File: config.mk
export PLATFORM = sky130hd
export DESIGN_NAME = pattern_scan_ctrl
export DESIGN_NICKNAME = d
export VERILOG_FILES = /design/src/rtl/pattern_scan_ctrl.sv
export SDC_FILE = /design/constraint.sdc
export NUM_CORES = 1
export LEC_CHECK = 0
export CAP_MARGIN = 30
export CORE_UTILIZATION = 50
export CTS_CLUSTER_SIZE = 24
export DETAILED_ROUTE_END_ITERATION = 12
export PLACE_DENSITY = 0.77
export SYNTH_ARGS = -nofsm -noshare
export SYNTH_HDL_FRONTEND = slang
export SYNTH_SLANG_ARGS = --single-unit
File: constraint.sdc
create_clock -name CLK -period 4.1 [get_ports CLK]
set_input_delay 1.23 -clock CLK [delete_from_list [all_inputs] [get_ports CLK]]
set_output_delay 1.23 -clock CLK [all_outputs]
set_load 0.01 [all_outputs]
File: src/rtl/pattern_scan_ctrl.sv
// Per-word serial pattern scanner: accepts a word, shifts it MSB-first through a 4-bit window,
// counts (saturating) matches against a per-word pattern and reports the count.
module pattern_scan_ctrl #(
  parameter int unsigned WIDTH = 8,
  parameter int unsigned CNT_W = 4
) (
  input  logic             CLK,
  input  logic             RSTn,
  input  logic             in_valid,
  output logic             in_ready,
  input  logic [WIDTH-1:0] in_data,
  input  logic [3:0]       pat,
  output logic             bit_out,
  output logic             bit_valid,
  output logic             hit,
  output logic             out_valid,
  input  logic             out_ready,
  output logic [CNT_W-1:0] out_count
);

  localparam int unsigned IdxW = (WIDTH > 1) ? $clog2(WIDTH) : 1;

  typedef enum logic [1:0] {StIdle, StShift, StReport} state_e;

  state_e            state_q, state_d;
  logic [WIDTH-1:0]  word_q, word_d;
  logic [3:0]        pat_q, pat_d;
  logic [2:0]        win_q, win_d;
  logic [IdxW-1:0]   idx_q, idx_d;
  logic [CNT_W-1:0]  cnt_q, cnt_d;
  logic              active_q;
  logic              en;
  logic [3:0]        cand;

  // Outputs stay low while reset is low and for the cycle in which it is first sampled high.
  assign en   = RSTn & active_q;
  assign cand = {win_q, word_q[WIDTH-1]};

  always_comb begin
    state_d   = state_q;
    word_d    = word_q;
    pat_d     = pat_q;
    win_d     = win_q;
    idx_d     = idx_q;
    cnt_d     = cnt_q;
    in_ready  = 1'b0;
    bit_out   = 1'b0;
    bit_valid = 1'b0;
    hit       = 1'b0;
    out_valid = 1'b0;
    out_count = '0;

    unique case (state_q)
      StIdle: begin
        in_ready = en;
        if (in_valid && en) begin
          word_d  = in_data;
          pat_d   = pat;
          win_d   = '0;
          idx_d   = '0;
          cnt_d   = '0;
          state_d = StShift;
        end
      end
      StShift: begin
        bit_valid = en;
        bit_out   = en & word_q[WIDTH-1];
        hit       = en && (idx_q >= IdxW'(3)) && (cand == pat_q);
        win_d     = cand[2:0];
        word_d    = word_q << 1;
        idx_d     = idx_q + 1'b1;
        if (hit && (cnt_q != {CNT_W{1'b1}})) begin
          cnt_d = cnt_q + 1'b1;
        end
        if (idx_q == IdxW'(WIDTH - 1)) begin
          state_d = StReport;
        end
      end
      StReport: begin
        out_valid = en;
        out_count = en ? cnt_q : '0;
        if (out_ready && en) begin
          state_d = StIdle;
        end
      end
      default: state_d = StIdle;
    endcase
  end

  always_ff @(posedge CLK) begin
    if (!RSTn) begin
      state_q  <= StIdle;
      word_q   <= '0;
      pat_q    <= '0;
      win_q    <= '0;
      idx_q    <= '0;
      cnt_q    <= '0;
      active_q <= 1'b0;
    end else begin
      state_q  <= state_d;
      word_q   <= word_d;
      pat_q    <= pat_d;
      win_q    <= win_d;
      idx_q    <= idx_d;
      cnt_q    <= cnt_d;
      active_q <= 1'b1;
    end
  end

endmodule

==> impl_summary.md <==
Floorplan
The floorplan step defined a die boundary enclosing 0.00279 mm2. The starting utilization of the core area is 0.525. Row generation in the floorplan step produced 18 rows. After floorplanning, the core was sized to cover 0.00245 mm2. The floorplan step set the die height to 52.8 um. The horizontal die dimension is 52.8 um. 25 I/O pins were placed.

Drt
For this block, the via count after detailed routing is about 1.1k. The met1 wire length is 1.16 mm. After detailed routing, the number of remaining DRC violations is 0. The per-cell routed wire length is roughly 12 um. For this block, the initial DRC count from the detailed router was 9.

The highest routing layer actually used is met4. The number of nets still failing antenna checks after routing is 0. The number of optimization iterations in the first detailed-route pass is 4. Using the TritonRoute via totals, the vias-per-cell ratio works out to 5.39. After detailed routing, the met3 layer carries 112 um of wire.

After detailed routing, the met2 layer carries 1.24 mm of wire. The total length of routed wires is between 2 and 3 mm.

Clocking
After clock tree synthesis, the clock-pin slew on the worst setup and hold paths is around 0.13 ns. The number of buffers created by CTS is 3. The tree is rooted in a clkbuf_4.

The clock insertion delay at the later pin of the skew report is 0.33 ns. The H-tree depth reported by CTS is 1. TritonCTS built the clock tree. The tree built by TritonCTS fans out to 25 sinks. The number of buffers inserted for hold repair after clock tree synthesis is 0.

The maximum clock insertion buffer count is 2.

Synth
The number of enable-type register cells in the synthesized netlist is 0. The number of nets produced by synthesis is 175. The post-synthesis instance area is 0.00129 mm2. The fraction of registers with async set or reset after synthesis is 0. The flip-flop and latch count after synthesis is 25.

Yosys mapped the design onto 33 distinct sky130hd cell types. The mean area per synthesized cell is 8.32 um2. The count of warnings emitted by yosys is 0. The share of synthesized area occupied by flip-flops and latches is 0.388. The most used flip-flop cell after synthesis is dfxtp_1. The number of instances in the synthesized netlist is 155.

Cells and area
The antenna cell count is 0. In the final layout, the share of cells above drive strength 1 is 0.0795. From synthesis to final layout, the design area changed by 21.1%. The area of all placed cells without fillers is 0.00156 mm2. Leaving out fill and tap cells, the most frequent cells in the layout are 37 x nand2_1, 25 x dfxtp_1, 23 x clkdlybuf4s50_1. The net count of the finished layout is roughly 200. Once layout is complete, the utilization of the core stands at 0.637. The library cell used most frequently in the layout, excluding fill and tap cells, is nand2_1.

Run status
The flow ran to the end, and the final reports show no timing, DRC or antenna violations.

Worst setup path
The required time at the endpoint of the critical path is 2.87 ns. STA classifies the critical path endpoint as an output port. The arrival time reported for the critical path endpoint is 2.44 ns.

The class of the most critical setup path is input pin to output port. Along the worst path, the maximum fanout reaches 5. STA classifies the critical path startpoint as an input pin.

Place
The final weighted congestion in routability-driven placement is 0.827. Timing analysis after detailed placement gives a worst setup slack of 0.0339 ns. After detailed placement, the total cell area comes to 0.00153 mm2.

Detailed placement ended at an HPWL of 1.83 mm. Buffers placed on the I/O ports in this run total 24.

Timing
The setup TNS is 0 ns. The count of final hold-check violations is 0. The clock period minus final worst setup slack is 3.67 ns. Of the available clock period, the critical path in the final layout requires 0.896. The final max-slew violation count is 0.

For this run, the top clock speed supported by timing is 272 MHz. The worst setup slack after layout is 0.426 ns. Setup repair after global routing left no endpoint under its margin. The tightest hold path in the finished design has a slack of 0.482 ns. Setup violations remaining at the end of the flow were counted as 0. For the final database, setup skew stands at 0.00339 ns. In this run the tightest slew margin relative to its limit is 0.467. The slew of the pin with the lowest slew margin is approximately 0.80 ns.

Global routing
The wire length of the first global-routing pass is between 4 and 5 mm. The pin count of the biggest net entering global routing is 25. The global route total overflow is 0. The initial antenna violation count came to 0.

The via count of the first global-routing pass is 1004. The overall global routing resource usage is 0.207.

Run
The tool flagged a number of max-cap violations equal to 0.

Power
Across the VDD grid, the largest voltage drop is approximately 0.23 mV. For this design the ratio of total power to cell area is between 200 and 300 mW/mm2. The leakage power figure is 0.579 nW.

Hold path
The tightest min-delay check is of the register to register type.
[repair_timing]
| item | in CTS | in global routing |
|---|---|---|
| buffers inserted | 0 | 0 |
| resized for setup | 0 | 2 |
| endpoints found under the setup margin | 0 | 1 |
[sequential cells by signal, summed over array words and instances, names as in the netlist]
signal / flops
active_q: 1
cnt_q: 4
idx_q: 3
pat_q: 4
state_q: 2
win_q: 3
word_q: 8
[area by class of cell]
class                           count  area (um2)
Inverter                            2        7.51
Sequential cell                    25         500
Timing Repair Buffer               27         265
Clock buffer                        4        26.3
Multi-Input combinational cell    118         726
Fill cell                         232         892
Tap cell                           30        37.5
[per-stage QoR]
| stage | cells | total power, W |
|---|---|---|
| floorplan | 155 | 0.000295 |
| global placement | 202 | 0.000317 |
| detailed placement | 202 | 0.000319 |
| CTS | 206 | 0.000428 |
| global route | 206 | 0.000446 |
| finish | 206 | 0.000426 |
[power breakdown]
group / switching, W / leakage, nW / internal, W
clock network: 0.0000750 / 0.0150 / 0.0000382
logic: 0.0000255 / 0.360 / 0.0000298
registers: 0.00000635 / 0.203 / 0.000252
total: 0.000107 / 0.579 / 0.000320
[cell families after synthesis]
group,count (synthesis),synth area share
compound gates,37,0.185
xor+xnor,4,0.0272
fa+ha+maj,4,0.0388
buf+inv,12,0.0504
flops,25,0.388
mux,1,0.00776
simple gates,72,0.303
[synthesized netlist by cell type (2+ instances only)]
master | instances | share of area
nand2_1 | 37 | 0.11
dfxtp_1 | 25 | 0.39
and2_1 | 10 | 0.048
a31oi_1 | 9 | 0.044
o21ai_0 | 7 | 0.027
nand3_1 | 6 | 0.023
o21ai_1 | 6 | 0.023
a21boi_1 | 5 | 0.029
buf_2 | 4 | 0.016
clkbuf_1 | 4 | 0.012
ha_1 | 4 | 0.039
xnor2_1 | 4 | 0.027
a21oi_1 | 3 | 0.012
and4b_1 | 3 | 0.023
nor2_1 | 3 | 0.0087
nor2b_1 | 3 | 0.015
and4_4 | 2 | 0.017
buf_6 | 2 | 0.017
inv_1 | 2 | 0.0058
nor3b_1 | 2 | 0.012
o21a_1 | 2 | 0.012
[critical path: stages]
cell and delay (ns):
dlymetal6s2s_1 0.16, and4b_2 0.30, nand3_1 0.10, nor2_1 0.11, clkdlybuf4s50_1 0.54
[routing by layer]
layer / global-route usage / vias up
met5: 0 / -
li1: - / 580
met3: 0.0348 / 5
met2: 0.357 / 27
met4: 0.0789 / 0
met1: 0.254 / 498
[final timing paths]
path | start | to | slack [ns] | cells after the start
setup / recovery | RSTn | hit | 0.43 | 5
hold / removal | pat_q[0] | pat_q[0] | 0.48 | 2
setup reg to reg | idx_q[0] | cnt_q[1] | 2.41 | 6
hold reg to reg | pat_q[0] | pat_q[0] | 0.48 | 2
Power figures use the tool's default switching activity.
